===== src/rtl/lab1_selftest_if.sv =====
// Bundle of signals between the lab1 ALU self-test sequencer and its environment.
// The master side is the sequencer: it drives the ALU operands and buttons and
// reports status, while it receives start and the ALU result.
// Optional first-failure capture signals exist only when
// LAB1_SELFTEST_FIRST_FAIL_EN is defined.
interface lab1_selftest_if;
    logic       start;
    logic [3:0] result_in;
    logic       LEFT_pushbutton_out;
    logic       RIGHT_pushbutton_out;
    logic [3:0] A_out;
    logic [3:0] B_out;
    logic       busy;
    logic       done;
    logic       pass;
    logic [9:0] err_count;
`ifdef LAB1_SELFTEST_FIRST_FAIL_EN
    logic       fail_valid;
    logic       fail_op;
    logic [3:0] fail_a;
    logic [3:0] fail_b;
    logic [3:0] fail_got;

    modport master (
        input  start, result_in,
        output LEFT_pushbutton_out, RIGHT_pushbutton_out, A_out, B_out,
        output busy, done, pass, err_count,
        output fail_valid, fail_op, fail_a, fail_b, fail_got
    );
    modport slave (
        output start, result_in,
        input  LEFT_pushbutton_out, RIGHT_pushbutton_out, A_out, B_out,
        input  busy, done, pass, err_count,
        input  fail_valid, fail_op, fail_a, fail_b, fail_got
    );
`else
    modport master (
        input  start, result_in,
        output LEFT_pushbutton_out, RIGHT_pushbutton_out, A_out, B_out,
        output busy, done, pass, err_count
    );
    modport slave (
        output start, result_in,
        input  LEFT_pushbutton_out, RIGHT_pushbutton_out, A_out, B_out,
        input  busy, done, pass, err_count
    );
`endif
endinterface


===== src/rtl/lab1_selftest.sv =====
// Exhaustive self-test sequencer for the lab1 4-bit ALU.
// Walks all 256 AND vectors, then all 256 ADD vectors, holding each vector for
// SETTLE_CYCLES+1 cycles and comparing the ALU result on the last edge of the
// hold window. Mismatches are counted in err_count.
// Optional feature: define LAB1_SELFTEST_FIRST_FAIL_EN to capture the first
// mismatching vector of each run on the fail_* outputs.
//
// state | meaning
// IDLE  | after reset, ALU inputs parked at 0, waiting for start
// RUN   | stepping through the 512 vectors
// DONE  | run finished, result held, start relaunches a run
module lab1_selftest #(
    parameter int unsigned SETTLE_CYCLES = 2
) (
    input  logic           clk,
    input  logic           rst,
    lab1_selftest_if.master bus
);

    localparam logic [3:0] SETTLE_LOAD = 4'(SETTLE_CYCLES);
    localparam logic [8:0] LAST_VEC    = 9'd511;

    typedef enum logic [1:0] {
        IDLE = 2'd0,
        RUN  = 2'd1,
        DONE = 2'd2
    } state_t;

    state_t     state_q, state_d;
    logic [8:0] vec_q, vec_d;
    logic [3:0] settle_q, settle_d;
    logic [9:0] err_q, err_d;

    // Vector index layout: bit 8 selects the op (0 = AND), then A, then B,
    // so a plain increment walks B fastest, then A, then the op.
    logic       cur_op;
    logic [3:0] cur_a;
    logic [3:0] cur_b;
    logic [4:0] cur_sum;
    logic [3:0] expected;
    logic       sample_now;
    logic       mismatch;
    logic       launch;

    assign cur_op     = vec_q[8];
    assign cur_a      = vec_q[7:4];
    assign cur_b      = vec_q[3:0];
    assign cur_sum    = {1'b0, cur_a} + {1'b0, cur_b};
    assign expected   = cur_op ? cur_sum[3:0] : (cur_a & cur_b);
    assign sample_now = (state_q == RUN) && (settle_q == 4'd0);
    assign mismatch   = sample_now && (bus.result_in != expected);
    assign launch     = (state_q != RUN) && bus.start;

    // Next-state logic: launch from IDLE/DONE, step vectors on terminal count.
    always_comb begin
        state_d  = state_q;
        vec_d    = vec_q;
        settle_d = settle_q;
        err_d    = err_q;
        case (state_q)
            IDLE, DONE: begin
                if (bus.start) begin
                    state_d  = RUN;
                    vec_d    = 9'd0;
                    settle_d = SETTLE_LOAD;
                    err_d    = 10'd0;
                end
            end
            RUN: begin
                if (settle_q == 4'd0) begin
                    if (mismatch) begin
                        err_d = err_q + 10'd1;
                    end
                    if (vec_q == LAST_VEC) begin
                        state_d  = DONE;
                        vec_d    = 9'd0;
                        settle_d = 4'd0;
                    end else begin
                        vec_d    = vec_q + 9'd1;
                        settle_d = SETTLE_LOAD;
                    end
                end else begin
                    settle_d = settle_q - 4'd1;
                end
            end
            default: begin
                state_d  = IDLE;
                vec_d    = 9'd0;
                settle_d = 4'd0;
            end
        endcase
    end

    // State, vector index, settle timer and error counter registers.
    always_ff @(posedge clk or posedge rst) begin
        if (rst) begin
            state_q  <= IDLE;
            vec_q    <= 9'd0;
            settle_q <= 4'd0;
            err_q    <= 10'd0;
        end else begin
            state_q  <= state_d;
            vec_q    <= vec_d;
            settle_q <= settle_d;
            err_q    <= err_d;
        end
    end

    // ALU drive and status outputs; ALU inputs are parked at 0 outside RUN.
    always_comb begin
        bus.LEFT_pushbutton_out  = 1'b0;
        bus.RIGHT_pushbutton_out = 1'b0;
        bus.A_out                = 4'd0;
        bus.B_out                = 4'd0;
        if (state_q == RUN) begin
            bus.LEFT_pushbutton_out  = ~cur_op;
            bus.RIGHT_pushbutton_out = cur_op;
            bus.A_out                = cur_a;
            bus.B_out                = cur_b;
        end
        bus.busy      = (state_q == RUN);
        bus.done      = (state_q == DONE);
        bus.pass      = (state_q == DONE) && (err_q == 10'd0);
        bus.err_count = err_q;
    end

`ifdef LAB1_SELFTEST_FIRST_FAIL_EN
    logic       fail_valid_q, fail_valid_d;
    logic       fail_op_q, fail_op_d;
    logic [3:0] fail_a_q, fail_a_d;
    logic [3:0] fail_b_q, fail_b_d;
    logic [3:0] fail_got_q, fail_got_d;

    // First-mismatch capture: cleared at launch, frozen after the first hit.
    always_comb begin
        fail_valid_d = fail_valid_q;
        fail_op_d    = fail_op_q;
        fail_a_d     = fail_a_q;
        fail_b_d     = fail_b_q;
        fail_got_d   = fail_got_q;
        if (launch) begin
            fail_valid_d = 1'b0;
            fail_op_d    = 1'b0;
            fail_a_d     = 4'd0;
            fail_b_d     = 4'd0;
            fail_got_d   = 4'd0;
        end else if (mismatch && !fail_valid_q) begin
            fail_valid_d = 1'b1;
            fail_op_d    = cur_op;
            fail_a_d     = cur_a;
            fail_b_d     = cur_b;
            fail_got_d   = bus.result_in;
        end
    end

    // First-mismatch capture registers.
    always_ff @(posedge clk or posedge rst) begin
        if (rst) begin
            fail_valid_q <= 1'b0;
            fail_op_q    <= 1'b0;
            fail_a_q     <= 4'd0;
            fail_b_q     <= 4'd0;
            fail_got_q   <= 4'd0;
        end else begin
            fail_valid_q <= fail_valid_d;
            fail_op_q    <= fail_op_d;
            fail_a_q     <= fail_a_d;
            fail_b_q     <= fail_b_d;
            fail_got_q   <= fail_got_d;
        end
    end

    assign bus.fail_valid = fail_valid_q;
    assign bus.fail_op    = fail_op_q;
    assign bus.fail_a     = fail_a_q;
    assign bus.fail_b     = fail_b_q;
    assign bus.fail_got   = fail_got_q;
`else
    logic unused_launch;
    assign unused_launch = launch;
`endif

endmodule


===== src/flat_wrapper.sv =====
// flat-port wrapper written by rule: the top's interface ports become plain ports
module lab1_selftest_flat 
#(
    parameter int unsigned SETTLE_CYCLES = 2
)
  (clk, rst, bus_start, bus_result_in, bus_LEFT_pushbutton_out, bus_RIGHT_pushbutton_out, bus_A_out, bus_B_out, bus_busy, bus_done, bus_pass, bus_err_count);
  lab1_selftest_if bus_i ();
  input  logic clk;
  input  logic rst;
  input wire logic [$bits(bus_i.start)-1:0] bus_start;
  input wire logic [$bits(bus_i.result_in)-1:0] bus_result_in;
  output wire logic [$bits(bus_i.LEFT_pushbutton_out)-1:0] bus_LEFT_pushbutton_out;
  output wire logic [$bits(bus_i.RIGHT_pushbutton_out)-1:0] bus_RIGHT_pushbutton_out;
  output wire logic [$bits(bus_i.A_out)-1:0] bus_A_out;
  output wire logic [$bits(bus_i.B_out)-1:0] bus_B_out;
  output wire logic [$bits(bus_i.busy)-1:0] bus_busy;
  output wire logic [$bits(bus_i.done)-1:0] bus_done;
  output wire logic [$bits(bus_i.pass)-1:0] bus_pass;
  output wire logic [$bits(bus_i.err_count)-1:0] bus_err_count;
  assign bus_i.start = bus_start;
  assign bus_i.result_in = bus_result_in;
  assign bus_LEFT_pushbutton_out = bus_i.LEFT_pushbutton_out;
  assign bus_RIGHT_pushbutton_out = bus_i.RIGHT_pushbutton_out;
  assign bus_A_out = bus_i.A_out;
  assign bus_B_out = bus_i.B_out;
  assign bus_busy = bus_i.busy;
  assign bus_done = bus_i.done;
  assign bus_pass = bus_i.pass;
  assign bus_err_count = bus_i.err_count;
  lab1_selftest #(.SETTLE_CYCLES(SETTLE_CYCLES)) u_core (.clk(clk), .rst(rst), .bus(bus_i));
endmodule

===== config.mk =====
export PLATFORM = sky130hd
export DESIGN_NAME = lab1_selftest_flat
export DESIGN_NICKNAME = d
export VERILOG_FILES = /design/src/rtl/lab1_selftest_if.sv /design/src/rtl/lab1_selftest.sv /design/src/flat_wrapper.sv
export SDC_FILE = /design/constraint.sdc
export NUM_CORES = 1
export LEC_CHECK = 0
export ABC_AREA = 1
export CAP_MARGIN = 20
export CORE_ASPECT_RATIO = 1.2
export CORE_MARGIN = 2
export CORE_UTILIZATION = 48
export DETAILED_ROUTE_END_ITERATION = 8
export PLACE_DENSITY = 0.76
export SKIP_LAST_GASP = 1
export SLEW_MARGIN = 25
export SYNTH_ARGS = -nofsm -noshare
export SYNTH_HDL_FRONTEND = slang
export SYNTH_SLANG_ARGS = --single-unit

===== constraint.sdc =====
create_clock -name clk -period 2 [get_ports clk]
set_input_delay 0.3 -clock clk [delete_from_list [all_inputs] [get_ports clk]]
set_output_delay 0.3 -clock clk [all_outputs]
set_load 0.02 [all_outputs]

Word-level counts from Yosys, hierarchy flattened
Cells that the tools add are included.
- register bits: 25
- input bits: 7
- output and inout bits: 23
- word-level logic and storage cells: 50
- add/subtract/negate cells: 4
- eq/ne operators: 8
- mux-type cells: 21
- bitwise gates (word level): 2
- reductions and logical operators: 11
- operator list (operator ; number):
    $mux 10 ; 3
    $mux 9 ; 3
    $mux 4 ; 5
    $pmux 10 s2 ; 1
    $pmux 9 s2 ; 1
    $add 10x1->10 const B ; 1
    $logic_not 10->1 ; 1
    $add 9x1->9 const B ; 1
    $eq 9x9->1 const B ; 1
    $mux 2 ; 4
    $pmux 4 s2 ; 1
    $ne 2x1->1 const B ; 3
    $add 4x4->4 ; 1
    $and 4x4->4 ; 1
    $logic_not 4->1 ; 1
    $ne 4x4->1 ; 1
    $pmux 2 s2 ; 1
    $reduce_and 4->1 ; 1
    $sub 4x1->4 const B ; 1
    $logic_and 1x1->1 ; 3
    $reduce_and 3->1 ; 1
    $eq 2x1->1 const B ; 1
    $eq 2x2->1 const B ; 1
    $logic_not 2->1 ; 1
    6 further kinds ; 7

Logic depth before layout (Yosys ltp)
Gate-level depths: netlist of run 1.
- depth after elaboration: 7
- gate-level depth with buffers: 14
- mapped depth without buffers: 14

Worst setup path after synthesis of run 1
No wires, ideal clock.
- path kind: reg-to-reg
- from: register u_core.vec_q[0]
- to: register u_core.err_q[0] (netlist: u_core.bus.err_count[0])
- library setup time: 118 ps
- arrival time: 1896 ps
- setup slack: -14 ps
- cell stages (with the launch flop): 13
- path through: dfrtp_1 ha_1 fa_1 inv_1 nand2_1 nand3_1 nand2_1 nand3_1 nor2_1 nand3_1 buf_4 nand3_1 nand2_1
- cells in the longest elaborated chain, start to end: 6
- elaborated cells between the ends (all ways): 7
- those cells by class: 1 x add/sub; 2 x eq/ne; 1 x mux; 1 x bitwise; 2 x reduce/logical
- RTL lines (what ; line ; text):
    start, declared ; lab1_selftest.sv:30 ; logic [8:0] vec_q, vec_d;
    start signal, assigned ; lab1_selftest.sv:103 ; vec_q <= vec_d;
    $add 4x4->4 / $and 4x4->4 (equally long branches) ; lab1_selftest.sv:48, lab1_selftest.sv:49 ;
    $mux 4 * ; lab1_selftest.sv:49 ; assign expected = cur_op ? cur_sum[3:0] : (cur_a & cur_b);
    $ne 4x4->1 * ; lab1_selftest.sv:51 ; assign mismatch = sample_now && (bus.result_in != expected);
    $logic_and 1x1->1 * ; lab1_selftest.sv:51 ;
    $ne 2x1->1 (no line) * ; -- ;
    $reduce_and 4->1 (no line) * ; -- ;
    end signal, assigned ; lab1_selftest.sv:105 ; err_q <= err_d;
    end, declared ; lab1_selftest.sv:32 ; logic [9:0] err_q, err_d;
Every way passes the cells marked *; elsewhere a longest branch is shown, timed or not.
A chain may end at the register's enable or synchronous reset.

Final worst setup path of run 1
- from: register u_core.vec_q[0]
- to: register u_core.err_q[4] (netlist: u_core.bus.err_count[4])
Same word-level chain as after synthesis.

==> flow_summary.ini, run 1 <==
[timing]
min_period_ps = 2088
final.setup.worst_slack_ps = -87.88
slew_headroom = 0.7442
tightestPinTransition_ps = 383.6
finalHoldViolCount = 0
period_share = 1.044
rsz0062_at_grt = yes
setup_viol = 10
skew_ps = 3.922
hold_ws_ps = 366.7
finalMaxSlewViolations = 0
max_freq_ghz = 0.4790

[worst_setup_path]
cp_data_required_time_ps = 2170
critPathKind = reg2reg
worstSetupStartpointType = register
cp-end-kind = register
cp.arrival_ps = 2250
critPathMaxFanout = 5

[clock_tree]
cts_sinks = 25
clock_latency_ps = 270
clock_path_buffers = 2
cts_hold_buf = 0
cts_made_buffers = 3
cts.htree.levels = 1
cts_tree = yes
clock-root-buffer = clkbuf_8
clkSlewWorstSetupHoldPaths_ps = 80

[die]
dieArea_sq_um = 4287
core_sq_um = 3633
die_x_microns = 60.11
rows = 24
die_h_microns = 71.33
pin_count = 30
start_util = 0.4990

[yosys]
synthAdderAreaFrac = 0.08006
seq_area_frac_synth = 0.3451
syn_area_sq_um = 1813
async_flop_share = 1.000
synth_compound_area_frac = 0.05728
synthCells = 258
synth_cell_type_count = 28
synthXorXnorAreaFrac = 0.03865
synthFlopType = dfrtp_1
ys_seq_elements = 25
synthMuxAreaShare = 0
synth_top_family_by_area = simple AND/OR/NAND/NOR gates
yosysWarnings = 0
syn-num-nets = 276
postSynthAreaPerCell_sq_um = 7.027
synth_edf_count = 0
yosys.area_share.simple = 0.3775

[finish]
final_cell_area_sq_um = 2446
insertedDiodeCount = 0
drive_gt1_frac = 0.1981
syn_to_final_growth_pct = 34.92
fillers = 308
layout.nets = 327

[status]
status = finished with violations
violations = negative setup slack

[place]
dpl.hpwl_mm = 3.230
routabilityCongestion = 0.8368
dpl_cell_area_sq_um = 2285
io_buffer_count = 29

[route]
first_pass_iters = 4
dr_total_vias = 1800
drt-total-wl_mm = 4.365
drt_iter0_markers = 72
wl_per_cell_microns = 12.13
avgViaCountPerCell = 5.000
route.detailed.drc = 0
ant_nets = 0

[power]
cellLeakagePower_uw = 0.001203
irDropWorstVdd_mv = 0.6960
p_per_area_nw_per_um2 = 1025
total_power_uw = 2507

[flow_run]
max_cap_viol_count = 0

[global_routing]
grt_overflow = 0
antenna_found_initial = 0
grt_max_degree = 26
grt_use_total = 0.2233
grt_pass1_wl_mm = 7.438
grt_pass1_vias = 1707

[min_path]
hold_class = in2async
==> registers in the layout, summed over array words and instances, names as in the netlist <==
name                  cells
u_core.bus.err_count     10
u_core.vec_q              9
u_core.settle_q           4
u_core.state_q            2
==> cell usage in the layout, fill, tap and decap left out, types with 8 or more instances in the layout <==
| cell | Yosys | routed |
|---|---|---|
| buf_4 | 2 | 20 |
| clkdlybuf4s50_1 | 0 | 17 |
| dfrtp_1 | 25 | 24 |
| dlygate4sd2_1 | 0 | 8 |
| ha_1 | 10 | 8 |
| inv_1 | 34 | 34 |
| nand2_1 | 62 | 61 |
| nand3_1 | 30 | 18 |
| nand3_2 | 1 | 12 |
| nor2_1 | 39 | 37 |
| nor3_1 | 8 | 8 |
| o21ai_0 | 11 | 11 |
| xor2_1 | 8 | 8 |
==> final cells by class <==
| type | count | area, sq um | area share |
|---|---|---|---|
| timing repair buffer | 51 | 455.4 | 0.1862 |
| multi-input combinational | 190 | 1106 | 0.4522 |
| inverter | 38 | 147.6 | 0.06036 |
| sequential | 25 | 626.9 | 0.2563 |
| clock buffer | 4 | 45.04 | 0.01841 |
| tap | 52 | 65.06 | 0.02660 |
==> logic make-up (layout without fill, tap and decap cells) <==
| group | count (synthesis) | count (layout) |
|---|---|---|
| buffers and inverters | 43 | 93 |
| AND/OR/NAND/NOR | 152 | 152 |
| adder cells (fa/ha/maj) | 11 | 11 |
| XOR/XNOR | 8 | 8 |
| flip-flops | 25 | 25 |
| AO/OA/AOI/OAI | 19 | 19 |
==> synth_stat cells, types with 3 or more instances <==
| cell | instances | share of area |
|---|---|---|
| a21oi_1 | 4 | 0.011 |
| dfrtp_1 | 25 | 0.35 |
| ha_1 | 10 | 0.069 |
| inv_1 | 34 | 0.070 |
| nand2_1 | 62 | 0.13 |
| nand3_1 | 30 | 0.083 |
| nor2_1 | 39 | 0.081 |
| nor2_4 | 3 | 0.019 |
| nor3_1 | 8 | 0.022 |
| nor4_1 | 3 | 0.010 |
| o21ai_0 | 11 | 0.030 |
| xor2_1 | 8 | 0.039 |
==> where the power goes <==
part	internal, uW	switching, uW	total, uW
registers	612	90.4	703
logic	549	955	1500
clock network	143	157	300
==> final timing paths <==
check / slack [ps] / from / end / cells after the start
setup / recovery: -90 / u_core.vec_q[0] / u_core.bus.err_count[4] / 13
hold / removal: 370 / rst / u_core.settle_q[0] / 3
setup reg to reg: -90 / u_core.vec_q[0] / u_core.bus.err_count[4] / 13
hold reg to reg: 530 / u_core.settle_q[0] / u_core.settle_q[0] / 1
max in group asynchronous: 1380 / rst / u_core.vec_q[1] / 3
min in group clk: 530 / u_core.settle_q[0] / u_core.settle_q[0] / 1
==> metal layers <==
metal / track usage / vias up / wire length, microns
met5: 0 / - / 0
li1: - / 917 / -
met3: 0.03249 / 7 / 170
met1: 0.2701 / 837 / 1805
met2: 0.3973 / 39 / 2313
met4: 0.07160 / 0 / 75
==> metrics by stage <==
step	utilization	worst slack [ps]	instances	setup TNS [ps]
2_1_floorplan	-	23.28	258	0
3_3_place_gp	0.6288	-44.67	354	-444.1
3_5_place_dp	0.6288	-92.07	354	-851.5
4_1_cts	0.6477	-52.03	359	-505.5
5_1_grt	0.6732	-195.1	360	-1997
6_report	0.6732	-87.88	360	-700.3
==> what timing repair did <==
action / CTS / global route
setup buffers: 0 / 1
pin swaps: 10 / 11
gates cloned: 1 / 0
resized for setup: 16 / 24
endpoints found under the setup margin: 22 / 25
==> worst max-delay path: stages (launching register included) <==
cell,delay [ps]
dfrtp_1,400
ha_2,200
fa_1,420
inv_1,80
nand2_2,60
nand2_1,80
nand2_1,50
nand2_1,80
nand3_2,80
nor2_4,130
nand3_4,120
buf_6,160
nand3_2,60
nand2_1,60
Note: power is estimated with default switching activity, not from simulation.
==> run 2: changes to the inputs <==
- CTS_CLUSTER_SIZE: default -> 40
==> results of run 2 <==
The final DEF is identical to that of run 1; final timing and power are the same.
==> run 3: changes to the inputs <==
- CORE_UTILIZATION: 48 -> 53
- PLACE_DENSITY: 0.76 -> 0.79
- clock period: 2 -> 2.1 ns (I/O delays scaled with it)
==> flow_summary.ini, run 3 (synthesis results as in run 1) <==
[finish]
largest_register_ffs = 10
layout.nets = 320
fin_util = 0.7134
insertedDiodeCount = 0
drive_gt1_frac = 0.1462
final_cells = 338
syn_to_final_growth_pct = 30.23
layout_commonest_cell = nand2_1
final_cell_mix = nand2_1 (62), nor2_1 (38), inv_1 (34)

[die]
die_x_microns = 57.39
die_h_microns = 68.07
rows = 23
core_sq_um = 3309
pin_count = 30
start_util = 0.5478
dieArea_sq_um = 3907

[clock_tree]
cts.htree.levels = 1
clock_path_buffers = 2
cts_setup_buffers = 0
clkSlewWorstSetupHoldPaths_ps = 90
cts_made_buffers = 3
cts_sinks = 25
clock_latency_ps = 260
clock-root-buffer = clkbuf_8
cts_tree = yes
cts_hold_buf = 0

[power]
irDropWorstVdd_mv = 0.7602
combPwrFrac = 0.591
p_seq_frac = 0.287
p_per_area_nw_per_um2 = 998.0
p_clk_frac = 0.122
internal_power_uw = 1218
switching_share = 0.4833
cellLeakagePower_uw = 0.001249
p_switching_uw = 1139

[timing]
finalMaxSlewViolations = 0
hold_ws_ps = 398.0
period_share = 1.015
final.setup.worst_slack_ps = -31.28
setup_viol = 10
finalHoldViolCount = 0
tightestPinTransition_ps = 714.8
slew_headroom = 0.5235
rsz0062_at_grt = yes
skew_ps = 1.817
max_freq_ghz = 0.4692
min_period_ps = 2131

[worst_setup_path]
cpMostUsedCell = nand2_1
crit_chain = ha_2 > fa_2 > inv_1 > nand2_1 > nand3_1 > nand2_1 > nand3_2 > nor2_4 > nand3_4 > buf_6 > nand3_1 > nand2_1
slowest_delay_ps = 520
r2r_start = u_core.vec_q[4]
r2r_cells = 12
worstSetupStartpoint = u_core.vec_q[4]
critPathKind = reg2reg
critPathSlowestCell = fa_2
critPathMaxFanout = 5
r2r-end = u_core.bus.err_count[9]
cp.arrival_ps = 2300
cp-end-kind = register
r2r_setup_slack_ps = -30
worstSetupStartpointType = register
cp_data_required_time_ps = 2260

[flow_run]
max_cap_viol_count = 0

[global_routing]
met1_usage = 0.2910
grt_overflow = 0
met3_usage = 0.02268
grtUsageMet2 = 0.4233
grt_use_total = 0.2345
antenna_found_initial = 0
grt_pass1_vias = 1617
grt.busiest_layer = met2
grt_pass1_wl_mm = 7.120
grt_max_degree = 26

[route]
wl_per_cell_microns = 13.08
dr_total_vias = 1781
route.detailed.drc = 0
drt-total-wl_mm = 4.421
drt_iter0_markers = 59
ant_nets = 0
avgViaCountPerCell = 5.269
first_pass_iters = 4

[place]
place_worst_setup_slack_ps = -42.66
io_buffer_count = 29
dpl.hpwl_mm = 3.224
routabilityCongestion = 0.8451
dpl.cell_count = 333

[status]
violations = negative setup slack
status = finished with violations

[min_path]
hold_class = in2async
==> run 3: changes by cell type in the layout (fill, tap and decap cells not counted), sizes merged <==
cell	before	now
clkdlybuf4s50	17	18
dlygate4sd1	0	1
clkbuf	5	4
buf	22	15
dlymetal6s2s	3	9
dlygate4sd2	8	1
==> run 3: cell type report <==
type,count,area (sq um)
Inverter,38,147.6
Tap cell,37,46.29
Timing Repair Buffer,44,430.4
Fill cell,265,948.4
Multi-Input combinational cell,190,1065
Sequential cell,25,626.9
Clock buffer,4,45.04
==> run 3: power groups by stage <==
| stage | clock network (uW) | logic [uW] | registers (uW) |
|---|---|---|---|
| finish | 288 | 1390 | 677 |
| global route | 309 | 1540 | 698 |
| CTS | 292 | 1370 | 674 |
| detailed placement | 0 | 1360 | 682 |
| global placement | 0 | 1320 | 676 |
| floorplan | 0 | 858 | 711 |
==> run 3: metrics by stage <==
step | area, sq um | power [uW] | TNS, ps
after detailed placement | 2218 | 2040 | -245.7
final | 2361 | 2356 | -158.2
after global placement | 2218 | 1994 | 0
after global routing | 2361 | 2542 | -1290
after floorplan | 1813 | 1569 | 0
after CTS | 2288 | 2337 | -15.98
==> run 3: critical path: cells and delay by family (launching register included) <==
kind / cells / cell delay, ps
buf+inv: 2 / 180
fa+ha+maj: 2 / 720
simple gates: 8 / 730
flops: 1 / 390
==> run 3: what timing repair did <==
action	CTS	global route
pin swaps	2	11
gates cloned	1	0
resized for setup	8	22
setup endpoints to repair	12	25
==> run 3: layer usage <==
layer  part of all wire  wire length [microns]
met4              0.014                     64
met5                  0                      0
met1               0.42                   1851
met2               0.52                   2319
met3              0.042                    185
==> run 3: worst max-delay path by stage <==
stage | endpoint | slack [ps]
global placement | u_core.bus.err_count[0] | 20
floorplan | u_core.bus.err_count[0] | 90
detailed placement | u_core.bus.err_count[2] | -40
CTS | u_core.bus.err_count[2] | -20
finish | u_core.bus.err_count[9] | -30
global route | u_core.bus.err_count[9] | -140
